<file path="src/rtl/cpu_elastic_buffer_pkg.sv">
// Shared definitions for the CPU elastic buffer: tag width, entry layout and pointer sizing.
// `TAG_SIZE may be overridden on the command line; it defaults to 8 bits here.
`ifndef TAG_SIZE
`define TAG_SIZE 8
`endif

`ifndef CPU_EB_ENTRY_T
`define CPU_EB_ENTRY_T(DWID) struct packed { logic [`TAG_SIZE-1:0] tag; logic [(DWID)-1:0] data; }
`endif

package cpu_elastic_buffer_pkg;

    localparam int TAG_W = `TAG_SIZE;

    function automatic int ptr_w(input int depth);
        return (depth <= 2) ? 1 : $clog2(depth);
    endfunction

    function automatic int entry_w(input int dw);
        return TAG_W + dw;
    endfunction

endpackage

</file>
<file path="src/rtl/cpu_elastic_buffer_ram.sv">
// DEPTH x W register array: one synchronous write port, one asynchronous read port,
// contents cleared by asynchronous reset so the head reads as zero after reset.
module cpu_elastic_buffer_ram
    import cpu_elastic_buffer_pkg::*;
#(
    parameter int W     = 40,
    parameter int DEPTH = 2
) (
    input  logic                    clk_i,
    input  logic                    rst_i,
    input  logic                    we_i,
    input  logic [ptr_w(DEPTH)-1:0] waddr_i,
    input  logic [W-1:0]            wdata_i,
    input  logic [ptr_w(DEPTH)-1:0] raddr_i,
    output logic [W-1:0]            rdata_o
);

    logic [W-1:0] mem_q [DEPTH];

    always_ff @(posedge clk_i or posedge rst_i) begin
        if (rst_i) begin
            for (int i = 0; i < DEPTH; i++) begin
                mem_q[i] <= '0;
            end
        end else if (we_i) begin
            mem_q[waddr_i] <= wdata_i;
        end
    end

    assign rdata_o = mem_q[raddr_i];

endmodule

</file>
<file path="src/rtl/cpu_elastic_buffer.sv">
// N-entry elastic buffer between CPU pipeline stages with registered upstream busy and flush.
// Optional zero-latency bypass when empty is enabled by defining CPU_ELASTIC_BYPASS_EN.
module cpu_elastic_buffer
    import cpu_elastic_buffer_pkg::*;
#(
    parameter int DW    = 32,
    parameter int DEPTH = 2
) (
    input  logic                   i_clock,
    input  logic                   i_reset,
    input  logic                   i_flush,
    input  logic                   i_valid,
    input  logic [`TAG_SIZE-1:0]   i_tag,
    input  logic [DW-1:0]          i_data,
    output logic                   o_busy,
    output logic                   o_valid,
    output logic [`TAG_SIZE-1:0]   o_tag,
    output logic [DW-1:0]          o_data,
    input  logic                   i_busy,
    output logic [$clog2(DEPTH):0] o_count
);

    localparam int AW = ptr_w(DEPTH);
    localparam int CW = $clog2(DEPTH) + 1;
    localparam int EW = entry_w(DW);

    typedef `CPU_EB_ENTRY_T(DW) entry_t;

    logic [AW-1:0] wptr_q, wptr_d;
    logic [AW-1:0] rptr_q, rptr_d;
    logic [CW-1:0] count_q, count_d;

    entry_t        wr_entry;
    logic [EW-1:0] rd_raw;
    entry_t        rd_entry;

    logic empty;
    logic full;
    logic bypass;
    logic push;
    logic pop;
    logic push_store;
    logic pop_store;

    assign empty = (count_q == '0);
    assign full  = (count_q == CW'(DEPTH));

`ifdef CPU_ELASTIC_BYPASS_EN
    assign bypass = empty && i_valid && !i_flush;
`else
    assign bypass = 1'b0;
`endif

    assign push = i_valid && !full && !i_flush;
    assign pop  = o_valid && !i_busy && !i_flush;

    // A bypassed item consumed the same cycle never touches storage.
    assign push_store = push && !(bypass && !i_busy);
    assign pop_store  = pop && !empty;

    always_comb begin
        wptr_d  = wptr_q;
        rptr_d  = rptr_q;
        count_d = count_q;
        if (i_flush) begin
            wptr_d  = '0;
            rptr_d  = '0;
            count_d = '0;
        end else begin
            if (push_store) begin
                wptr_d = wptr_q + AW'(1);
            end
            if (pop_store) begin
                rptr_d = rptr_q + AW'(1);
            end
            count_d = count_q + CW'(push_store) - CW'(pop_store);
        end
    end

    always_ff @(posedge i_clock or posedge i_reset) begin
        if (i_reset) begin
            wptr_q  <= '0;
            rptr_q  <= '0;
            count_q <= '0;
        end else begin
            wptr_q  <= wptr_d;
            rptr_q  <= rptr_d;
            count_q <= count_d;
        end
    end

    assign wr_entry.tag  = i_tag;
    assign wr_entry.data = i_data;

    cpu_elastic_buffer_ram #(
        .W     (EW),
        .DEPTH (DEPTH)
    ) u_ram (
        .clk_i   (i_clock),
        .rst_i   (i_reset),
        .we_i    (push_store),
        .waddr_i (wptr_q),
        .wdata_i (wr_entry),
        .raddr_i (rptr_q),
        .rdata_o (rd_raw)
    );

    assign rd_entry = rd_raw;

    assign o_busy  = full;
    assign o_count = count_q;
    assign o_valid = !empty || bypass;
    assign o_tag   = bypass ? i_tag  : rd_entry.tag;
    assign o_data  = bypass ? i_data : rd_entry.data;

endmodule
</file>
<file path="config.mk">
export PLATFORM = sky130hd
export DESIGN_NAME = cpu_elastic_buffer
export DESIGN_NICKNAME = d
export VERILOG_FILES = /design/src/rtl/cpu_elastic_buffer_pkg.sv /design/src/rtl/cpu_elastic_buffer_ram.sv /design/src/rtl/cpu_elastic_buffer.sv
export SDC_FILE = /design/constraint.sdc
export NUM_CORES = 1
export LEC_CHECK = 0
export CORE_MARGIN = 5
export CORE_UTILIZATION = 24
export CTS_BUF_LIST = sky130_fd_sc_hd__clkbuf_4 sky130_fd_sc_hd__clkbuf_8
export CTS_CLUSTER_DIAMETER = 40
export DETAILED_ROUTE_END_ITERATION = 8
export PLACE_DENSITY = 0.46
export REMOVE_ABC_BUFFERS = 1
export SKIP_LAST_GASP = 1
export SYNTH_ARGS = -nofsm -noshare
export SYNTH_HDL_FRONTEND = slang
export SYNTH_HIERARCHICAL = 1
export SYNTH_SLANG_ARGS = --single-unit
</file>
<file path="constraint.sdc">
create_clock -name i_clock -period 3.3 [get_ports i_clock]
set_input_delay 0.66 -clock i_clock [delete_from_list [all_inputs] [get_ports i_clock]]
set_output_delay 0.66 -clock i_clock [all_outputs]
set_load 0.1 [all_outputs]
</file>
* After elaboration in Yosys (flattened, before gate mapping)
Cells that the tools add are included.
** Operators by class
- Eq/ne operators :: 1
- Reduce and logical (&&, ||, !) cells :: 13
- Muxes and demuxes :: 11
- Add/sub/neg operators :: 4
- Bitwise gates (word level) :: 2
- Magnitude comparators :: 3
** Operator list (count)
- $mux W40 :: 4
- $bwmux W80 :: 1
- $demux W40 S1 :: 1
- $logic_and A1 B1 Y1 :: 6
- $ge A2 B2 Y1 const B :: 2
- $logic_not A1 Y1 :: 4
- $mux W1 :: 4
- $not A1 Y2 :: 2
- $reduce_bool A2 Y1 :: 2
- $add A1 B1 Y1 const B :: 2
- $add A2 B1 Y2 :: 1
- $eq A2 B2 Y1 const B :: 1
- $logic_not A2 Y1 :: 1
- $lt A2 B1 Y1 const B :: 1
- $mux W2 :: 1
- $sub A2 B1 Y2 :: 1
** Word-level totals
- Register bits after elaboration :: 84
- Bits of input ports :: 45

* Logic depth before layout (Yosys ltp)
Gate-level depths: netlist of the first run.
- Word-level depth :: 7
- Mapped depth :: 9

* By module
The synthesis of the first run kept the hierarchy.
** By module, submodules not included
- cpu_elastic_buffer_ram :: area each 3653.5 µm², times used 1, cells an instance 215
- cpu_elastic_buffer :: area each 257.7 µm², times used 1, cells an instance 25

* Worst setup path before layout of the first run
No wires, ideal clock.
- Kind :: flip-flop to flip-flop
- Start :: register count_q[1] (netlist: o_count[1])
- End :: register count_q[1] (netlist: o_count[1])
- Data required time :: 3.178 ns
- Setup time :: 0.122 ns
- Setup slack :: 0.421 ns
- Path buffers :: 0
- Arrival :: 2.757 ns
- Cell stages (with the launch flop) :: 10
- Cells stage by stage :: dfrtp_1 nor2b_4 nand2b_4 or2_2 ha_1 inv_1 ha_1 xor2_1 and2_2 nor3_1
** On the way
- Longest elaborated chain between the ends :: 7
- Elaborated cells between the ends (all ways) :: 12
** RTL lines
- start: declaration :: line cpu_elastic_buffer.sv:31 : logic [CW-1:0] count_q, count_d;
- start signal: assignment :: line cpu_elastic_buffer.sv:88 : count_q <= count_d;
- $eq A2 B2 Y1 :: line cpu_elastic_buffer.sv:46 : assign full = (count_q == CW'(DEPTH));
- via o_busy :: line cpu_elastic_buffer.sv:15 : output logic o_busy,
- $logic_not A1 Y1 :: line cpu_elastic_buffer.sv:54 : assign push = i_valid && !full && !i_flush;
- $logic_and A1 B1 Y1 (2 in series) :: line cpu_elastic_buffer.sv:54
- $add A2 B1 Y2 :: line cpu_elastic_buffer.sv:76 : count_d = count_q + CW'(push_store) - CW'(pop_store);
- $sub A2 B1 Y2 :: line cpu_elastic_buffer.sv:76
- $mux W2 :: line cpu_elastic_buffer.sv:65 : if (i_flush) begin
- via count_d[1] :: line cpu_elastic_buffer.sv:31
The timed path passes the listed nets, and every way through them passes these cells.
A chain may end at the register's enable or synchronous reset.

* Worst setup path after layout of the first run
- Start :: register rptr_q
- End :: output port o_tag[7]
** On the way
- Longest elaborated chain between the ends :: 4
** RTL lines
- start: declaration :: line cpu_elastic_buffer.sv:30 : logic [AW-1:0] rptr_q, rptr_d;
- start signal: assignment :: line cpu_elastic_buffer.sv:87 : rptr_q <= rptr_d;
- $not A1 Y2 (not written as such) :: line cpu_elastic_buffer_ram.sv:30 : assign rdata_o = mem_q[raddr_i];
- $mux W40 (not written as such) (3 in series) :: line cpu_elastic_buffer_ram.sv:30
- end: declaration :: line cpu_elastic_buffer.sv:17 : output logic [`TAG_SIZE-1:0] o_tag,
No other way between the ends. The select of a mux whose other input is x is not followed.

==> flow_summary_export.csv, run 1 <==
group,metric,value,unit
power,p_comb_frac,0.515,
setup_path,crit_chain,"buf_12 -> mux2_2 -> buf_4",
floorplanning,start_util,0.245,
routing,ant_nets,0,
setup_path,crit_fanout,22,
setup_path,start_kind,"register",
clocking,cts.sinks,84,
run,drv_cap,0,
sta,timing.final.setup_violations,0,
logic_synthesis,avgSynthCellArea,16.3,µm²
place,post_dp_cell_area,4910,µm²
final_layout,final_cell_area,5180,µm²
sta,max_slew_margin,0.462,
floorplanning,rows,46,
sta,clock_skew,0.00678,ns
setup_path,cp_slowest_cell,"dfrtp_2",
floorplanning,die_h,138,µm
setup_path,worst-path-stages,3,
final_layout,antenna_cells,0,
routing,wl_per_cell,14.9,µm
power,powerDensity,1030,nW/µm²
clocking,postCtsSetupBuffers,0,
logic_synthesis,synth_seq_cells,84,
logic_synthesis,syn_area,3910,µm²
sta,period_share,0.792,
sta,rsz0062_at_grt,"no",
grt,grt_pass1_wl,13100,µm
logic_synthesis,synth_cells,240,
clocking,ctsResizeCount,0,
clocking,cts_root_buffer,"clkbuf_8",
clocking,insertion_delay,0.36,ns
power,total_power,5.34,mW
setup_path,crit_path_start,"rptr_q$_DFFE_PP0P_",
clocking,path_clk_slew,0.08,ns
setup_path,r2r_slack,1.25,ns
logic_synthesis,yosysTopAreaCellShare,0.537,
worst_hold_path,hold_class,"reg2reg",
floorplanning,pin_count,89,
setup_path,cp.required,2.64,ns
grt,grt-ovfl-total,0,
place,gp_congestion,0.663,
setup_path,path_buf_inv,2,
setup_path,path_delay_family,"flip-flops",
sta,drv_slew,0,
clocking,clockBufferDepth,2,
power,switching_share,0.455,
clocking,htreeDepth,3,
sta,fin_ws,0.686,ns
grt,grtUsageMet1,0.120,
power,p_int,2.91,mW
place,pre_cts_ws,0.744,ns
clocking,tritoncts,"done",
routing,finalWirelength,8260,µm
setup_path,critPathCaptureType,"output pin",
final_layout,finalCoreUtilization,0.325,
setup_path,path_class,"reg2out",
power,seqPwrFrac,0.299,
setup_path,timing.critical_path.to,"o_tag[7]",
clocking,cts_made_buffers,9,
grt,grt_use_total,0.0913,
grt,grt_max_degree,44,
final_layout,fillers,1578,
routing,drt_pass1_iterations,4,
final_layout,nNetsFinal,380,
routing,drtIter0Drc,53,
power,p_leak,2.35,nW
clocking,holdBufCountCts,0,
routing,vias_per_cell,3.99,
grt,antenna_found_initial,0,
power,p_clk_frac,0.186,
setup_path,worstReg2RegEnd,"o_count[1]$_DFF_PP0_",
power,p_sw,2.43,mW
final_layout,syn2layout_area_growth,32.5,%
sta,fin_crit,2.61,ns
sta,tns,0,ns
sta,finalHoldViolCount,0,
floorplanning,coreArea,15900,µm²
place,hpwl,5620,µm
grt,first_global_vias,2517,
grt,grt_use_met2,0.136,
logic_synthesis,yosysWarnings,6,
sta,worst_slew_pin_slew,0.808,ns
logic_synthesis,synth_cell_type_count,19,
logic_synthesis,synth_area_leaders,"dfrtp_1 (54%), mux2_2 (22%), mux2_4 (17%), buf_6 (1.7%), clkbuf_8 (0.70%)",
setup_path,cp_slowest_stage_delay,0.73,ns
logic_synthesis,yosysSeqAreaShare,0.537,
logic_synthesis,synth.largest_area_cell,"dfrtp_1",
setup_path,reg2reg_depth,9,
routing,vias,2210,
routing,drc,0,
sta,max_freq,383,MHz
outcome,outcome,"complete, no violations",
place,numPortBuffers,88,
grt,busiest_layer,"met2",
setup_path,arrival,1.95,ns
final_layout,drive_gt1_frac,0.580,
power,ir_drop,0.455,mV
floorplanning,dieWidth,138,µm
floorplanning,die_area,19000,µm²
grt,met3_usage,0.0248,
setup_path,r2r-start,"o_count[1]$_DFF_PP0_",
==> layer usage <==
metal	vias up	wire length, µm
li1	1030	-
met1	1117	3930
met2	53	3780
met3	10	399
met4	0	160
met5	-	0
==> flip-flops by register name (all words and copies together) (netlist names) <==
signal / cells
o_count: 2
u_ram/mem_q: 80
rptr_q: 1
wptr_q: 1
==> synth_stat cells <==
master / count
dfrtp_1: 84
mux2_2: 77
mux2_4: 44
buf_6: 6
nor2_1: 5
buf_2: 4
inv_1: 3
clkbuf_8: 2
ha_1: 2
nor2b_4: 2
or2_2: 2
xor2_1: 2
and2_2: 1
and2b_1: 1
nand2_2: 1
nand2b_4: 1
nor2b_1: 1
nor3_1: 1
o21bai_1: 1
==> final cells by class <==
cell class | instances | area (µm²) | share of cell area
timing repair buffer | 94 | 841 | 0.162
sequential | 84 | 2100 | 0.406
multi-input combinational | 141 | 1680 | 0.325
tap | 216 | 270 | 0.0521
clock buffer | 12 | 153 | 0.0295
inverter | 3 | 12.5 | 0.00241
clock inverter | 4 | 120 | 0.0232
==> power groups by stage <==
stage	sequential, mW	clock [mW]	combinational [mW]
global placement	1.60	0	2.77
detailed placement	1.61	0	2.78
finish	1.60	0.992	2.75
CTS	1.60	1.05	2.78
global route	1.65	1.07	2.85
floorplan	1.59	0	2.30
==> layout by cell type, fill, tap and decap left out, types with 2 or more instances in the layout <==
master / netlist / routed
buf_4: 0 / 48
buf_12: 0 / 2
nor2b_4: 2 / 2
xor2_1: 2 / 2
inv_1: 3 / 2
clkdlybuf4s50_1: 0 / 44
bufinv_16: 0 / 4
clkbuf_8: 2 / 10
clkbuf_4: 0 / 2
mux2_4: 44 / 44
ha_1: 2 / 2
dfrtp_1: 84 / 83
mux2_2: 77 / 77
nor2_1: 5 / 5
or2_2: 2 / 2
==> worst min path at each step <==
stage,depth (start not counted),end,slack [ns],from
floorplan,1,o_count[0]$_DFF_PP0_,0.43,i_reset
global placement,1,u_ram/mem_q[68]$_DFFE_PP0P_,0.49,u_ram/mem_q[68]$_DFFE_PP0P_
detailed placement,1,u_ram/mem_q[20]$_DFFE_PP0P_,0.49,u_ram/mem_q[20]$_DFFE_PP0P_
CTS,1,u_ram/mem_q[40]$_DFFE_PP0P_,0.51,u_ram/mem_q[40]$_DFFE_PP0P_
global route,1,u_ram/mem_q[51]$_DFFE_PP0P_,0.52,u_ram/mem_q[51]$_DFFE_PP0P_
finish,1,u_ram/mem_q[43]$_DFFE_PP0P_,0.51,u_ram/mem_q[43]$_DFFE_PP0P_
==> worst register-to-register path, cell delays in order, from the launching register on <==
cell,delay (ns)
dfrtp_1,0.46
nor2b_4,0.16
nand2b_4,0.15
or2_2,0.27
ha_1,0.28
inv_1,0.04
ha_1,0.17
xor2_1,0.15
and2_2,0.19
nor3_1,0.12
==> cells by family (layout without fill, tap and decap cells) <==
| kind of cell | count (synthesis) | count (layout) | synth area share |
|---|---|---|---|
| AOI/OAI and AO/OA | 1 | 1 | 0.00192 |
| xor gates and xnor gates | 2 | 2 | 0.00448 |
| adders and majority gates | 2 | 2 | 0.00640 |
| buffers and inverters | 15 | 113 | 0.0323 |
| DFF | 84 | 84 | 0.537 |
| muxes | 121 | 121 | 0.391 |
| and+or+nand+nor | 15 | 15 | 0.0269 |
==> stage by stage <==
stage | hold WS, ns | std cells
floorplan | 0.426 | 228
global placement | 0.485 | 538
detailed placement | 0.487 | 538
CTS | 0.513 | 554
global route | 0.519 | 554
finish | 0.507 | 554
Note: power is estimated with default switching activity, not from simulation.
==> run 2, diff against run 1 <==
- clock period: 3.3 -> 2.7 ns (I/O delays scaled with it)
==> run 2 against run 1 <==
Compared with the run above: worst hold slack worse by 0.086 ns; final cell count up 0.36%; clock skew down 0.0016 ns; cell area up 2.1%; power up 22%; register-to-register slack worse by 0.60 ns; critical path type unchanged; largest cell class unchanged; largest power group unchanged.
==> flow_summary_export.csv, run 2 (synthesized netlist as in run 1, its figures left out) <==
group,metric,value,unit
outcome,outcome,"complete, no violations",
clocking,clockBufferDepth,2,
floorplanning,die_h,138,µm
clocking,tritoncts,"done",
floorplanning,start_util,0.245,
routing,finalWirelength,8560,µm
final_layout,largest-register,"u_ram/mem_q",
final_layout,stdcell_count,556,
sta,timing.final.setup_violations,0,
routing,vias_per_cell,4.09,
setup_path,arrival,1.68,ns
place,post_dp_cell_area,5080,µm²
final_layout,nNetsFinal,383,
sta,period_share,0.823,
power,p_leak,2.39,nW
final_layout,syn2layout_area_growth,35.3,%
routing,drtIter0Drc,28,
worst_hold_path,hold_class,"in2async",
place,hpwl,5820,µm
routing,drc,0,
place,numPortBuffers,88,
routing,ant_nets,0,
clocking,htreeDepth,3,
routing,wl_per_cell,15.4,µm
power,powerDensity,1230,nW/µm²
clocking,cts_root_buffer,"clkbuf_8",
final_layout,final_common_cell,"dfrtp_1",
run,drv_cap,0,
clocking,path_clk_slew,0.08,ns
setup_path,crit_fanout,22,
final_layout,antenna_cells,0,
final_layout,final_cell_area,5290,µm²
grt,first_global_vias,2568,
final_layout,drive_gt1_frac,0.582,
grt,grt_use_total,0.0939,
clocking,ctsResizeCount,0,
place,gp_congestion,0.670,
sta,worst_slew_pin_slew,0.412,ns
sta,drv_slew,0,
clocking,cts.sinks,84,
floorplanning,dieWidth,138,µm
sta,fin_ws,0.477,ns
routing,drt_pass1_iterations,3,
final_layout,mostFrequentLayoutCells,"dfrtp_1 (83), mux2_2 (77), mux2_4 (44), clkdlybuf4s50_1 (44), buf_4 (39)",
clocking,insertion_delay,0.36,ns
sta,tns,0,ns
grt,grt-ovfl-total,0,
clocking,postCtsSetupBuffers,0,
final_layout,largest_reg_flops,80,
sta,clock_skew,0.00515,ns
grt,grt_max_degree,43,
place,dp.cells,541,
power,ir_drop,0.747,mV
floorplanning,coreArea,15900,µm²
setup_path,start_kind,"register",
final_layout,fillers,1568,
floorplanning,pin_count,89,
setup_path,path_class,"reg2out",
grt,antenna_found_initial,0,
floorplanning,die_area,19000,µm²
floorplanning,rows,46,
sta,max_freq,450,MHz
sta,finalHoldViolCount,0,
sta,rsz0062_at_grt,"no",
final_layout,finalCoreUtilization,0.332,
sta,max_slew_margin,0.725,
place,pre_cts_ws,0.276,ns
routing,vias,2276,
setup_path,critPathCaptureType,"output pin",
clocking,holdBufCountCts,0,
grt,grt_pass1_wl,13500,µm
setup_path,cp.required,2.16,ns
sta,fin_crit,2.22,ns
clocking,cts_made_buffers,9,
## run 2: area by class of cell
| type | count | area (µm²) | area share |
|---|---|---|---|
| clock buffer | 10 | 131 | 0.0248 |
| timing repair buffer | 97 | 1010 | 0.192 |
| clock inverter | 5 | 77.6 | 0.0147 |
| multi-input combinational | 141 | 1680 | 0.318 |
| sequential | 84 | 2100 | 0.397 |
| inverter | 3 | 12.5 | 0.00236 |
| tap | 216 | 270 | 0.0511 |
## run 2: per-stage QoR
step,power (mW),hold WS (ns)
final,6.49,0.421
after global routing,6.79,0.406
after CTS,6.61,0.387
after detailed placement,5.58,0.488
after global placement,5.54,0.485
after floorplan,4.75,0.306
## run 2: worst paths after layout
kind                                              from                     endpoint  slack [ns]  cells past startpoint
hold / removal                                 i_reset           wptr_q$_DFFE_PP0P_        0.42                      2
hold reg to reg            u_ram/mem_q[53]$_DFFE_PP0P_  u_ram/mem_q[53]$_DFFE_PP0P_        0.51                      1
setup / recovery                    rptr_q$_DFFE_PP0P_                     o_tag[0]        0.48                      3
setup reg to reg                  o_count[1]$_DFF_PP0_         o_count[1]$_DFF_PP0_        0.65                      9
min in group i_clock       u_ram/mem_q[53]$_DFFE_PP0P_  u_ram/mem_q[53]$_DFFE_PP0P_        0.51                      1
max in group asynchronous                      i_reset   u_ram/mem_q[5]$_DFFE_PP0P_        1.63                      3
## run 2: metal layers
| metal | global-route usage | vias up | part of all wire |
|---|---|---|---|
| met1 | 0.110 | 1175 | 0.43 |
| met5 | 0 | - | 0 |
| li1 | - | 1035 | - |
| met3 | 0.0336 | 11 | 0.062 |
| met2 | 0.156 | 55 | 0.49 |
| met4 | 0.0382 | 0 | 0.016 |
## run 2: critical path, cell delays in order (launching register included)
cell and delay [ns]:
dfrtp_2 0.36, buf_4 0.32, mux2_2 0.40, buf_4 0.24
## run 2: power breakdown
| part | internal (mW) | total (mW) | switching (mW) |
|---|---|---|---|
| clock network | 0.523 | 0.972 | 0.449 |
| registers | 1.70 | 1.93 | 0.227 |
| logic | 1.26 | 3.59 | 2.33 |
| total | 3.49 | 6.49 | 3.00 |
==> run 3, diff against run 2 <==
- clock period: 2.7 -> 2.05 ns (I/O delays scaled with it)
==> run 3 against run 2 <==
Compared with the run above: non-clock buffer count up 5; sequential power up 32%; largest cell class unchanged; die area stayed put; sequential share of layout area fell by 3.3 points; clock skew grew 0.00054 ns; critical path depth unchanged.
==> flow_summary_export.csv, run 3 (synthesized netlist as in run 1, its figures left out) <==
group,metric,value,unit
outcome,outcome,"complete, no violations",
floorplanning,die_h,138,µm
sta,rsz0062_at_grt,"no",
sta,max_freq,508,MHz
routing,drt_pass1_iterations,4,
run,drv_cap,0,
floorplanning,rows,46,
routing,wl_met2,4110,µm
place,hpwl,5790,µm
floorplanning,die_area,19000,µm²
setup_path,cp.required,1.64,ns
grt,grt_use_total,0.0984,
floorplanning,start_util,0.245,
sta,fin_crit,1.97,ns
place,post_dp_cell_area,5560,µm²
routing,drc,0,
final_layout,largest_reg_flops,80,
sta,period_share,0.959,
floorplanning,pin_count,89,
final_layout,final_common_cell,"dfrtp_1",
worst_hold_path,hold_class,"in2async",
setup_path,worstReg2RegEnd,"o_count[1]$_DFF_PP0_",
final_layout,mostFrequentLayoutCells,"dfrtp_1 (83), mux2_2 (77), buf_12 (49)",
sta,drv_slew,0,
grt,grt_max_degree,39,
setup_path,reg2reg_depth,9,
grt,grt-ovfl-total,0,
sta,worst_slew_pin_slew,0.476,ns
place,gp_congestion,0.692,
clocking,insertion_delay,0.36,ns
place,numPortBuffers,88,
sta,clock_skew,0.00569,ns
sta,whs,0.293,ns
clocking,htreeDepth,3,
sta,fin_ws,0.0832,ns
routing,finalWirelength,8570,µm
power,powerDensity,1610,nW/µm²
routing,met1Wirelength,3780,µm
final_layout,final_cell_area,5760,µm²
floorplanning,dieWidth,138,µm
grt,antenna_found_initial,0,
setup_path,r2r_slack,0.11,ns
clocking,cts.sinks,84,
power,ir_drop,0.930,mV
grt,grt_pass1_wl,14200,µm
sta,timing.final.setup_violations,0,
setup_path,arrival,1.56,ns
setup_path,r2r-start,"o_count[1]$_DFF_PP0_",
clocking,cts_made_buffers,9,
clocking,clockBufferDepth,2,
routing,ant_nets,0,
routing,wl_met3,535,µm
final_layout,largest-register,"u_ram/mem_q",
routing,top_layer,"met4",
setup_path,critPathCaptureType,"output pin",
routing,drtIter0Drc,84,
clocking,postCtsSetupBuffers,0,
final_layout,fillers,1527,
power,p_leak,2.57,nW
clocking,tritoncts,"done",
sta,max_slew_margin,0.682,
place,pre_cts_ws,-0.244,ns
power,total_power,9.28,mW
setup_path,start_kind,"register",
clocking,path_clk_slew,0.08,ns
final_layout,drive_gt1_frac,0.592,
final_layout,nNetsFinal,388,
routing,vias_per_cell,4.09,
routing,vias,2298,
setup_path,crit_fanout,22,
clocking,holdBufCountCts,0,
clocking,cts_root_buffer,"clkbuf_8",
grt,first_global_vias,2630,
setup_path,path_class,"reg2out",
final_layout,finalCoreUtilization,0.362,
floorplanning,coreArea,15900,µm²
routing,wl_per_cell,15.2,µm
final_layout,syn2layout_area_growth,47.4,%
sta,finalHoldViolCount,0,
final_layout,antenna_cells,0,
==> run 3: changes by cell type in the layout (fill, tap and decap cells not counted) <==
cell        delta
buf_12        +35
buf_4         -30
clkbuf_8       +2
clkinv_2       +2
bufinv_16      -1
clkbuf_4       -1
clkinvlp_4     -1
nor3_1         -1
nor3_2         +1
==> run 3: layout make-up <==
class | instances | area, µm² | share of cell area
Clock inverter | 5 | 50.0 | 0.00868
Timing Repair Buffer | 102 | 1490 | 0.258
Multi-Input combinational cell | 141 | 1690 | 0.293
Tap cell | 216 | 270 | 0.0469
Clock buffer | 11 | 151 | 0.0263
Inverter | 3 | 12.5 | 0.00217
Sequential cell | 84 | 2100 | 0.365
==> run 3: critical path: stages, from the launching register on <==
cell,delay [ns]
dfrtp_2,0.42
buf_12,0.20
mux2_2,0.39
buf_12,0.17
==> run 3: through the flow <==
step / setup TNS [ns] / std cells
floorplan: -123.00 / 228
global placement: -5.35 / 546
detailed placement: -6.37 / 546
CTS: 0 / 562
global route: 0 / 562
finish: 0 / 562
==> run 3: what timing repair did <==
item / in CTS / in global routing
endpoints found under the setup margin: 0 / 1
endpoints found under the hold margin: 0 / 0
resized for setup: 0 / 1
==> run 3: how the worst max path moves through the flow <==
stage,startpoint,end,slack [ns],depth (start not counted)
6_report,rptr_q$_DFFE_PP0P_,o_tag[1],0.08,3
5_1_grt,rptr_q$_DFFE_PP0P_,o_data[27],0.002,3
4_1_cts,rptr_q$_DFFE_PP0P_,o_data[27],0.02,3
3_5_place_dp,i_valid,o_count[1]$_DFF_PP0_,-0.24,9
3_3_place_gp,i_valid,o_count[1]$_DFF_PP0_,-0.21,9
2_1_floorplan,o_count[1]$_DFF_PP0_,u_ram/mem_q[0]$_DFFE_PP0P_,-1.16,5
==> run 3: routing by layer <==
metal | up-vias | GRT usage
li1 | 1046 | -
met1 | 1181 | 0.122
met2 | 60 | 0.156
met3 | 11 | 0.0369
met4 | 0 | 0.0366
met5 | - | 0
==> run 3: report_power, final <==
part	total, mW	switching, mW	internal (mW)
Sequential	2.54	0.301	2.24
Combinational	5.52	3.20	2.31
Clock	1.22	0.601	0.622
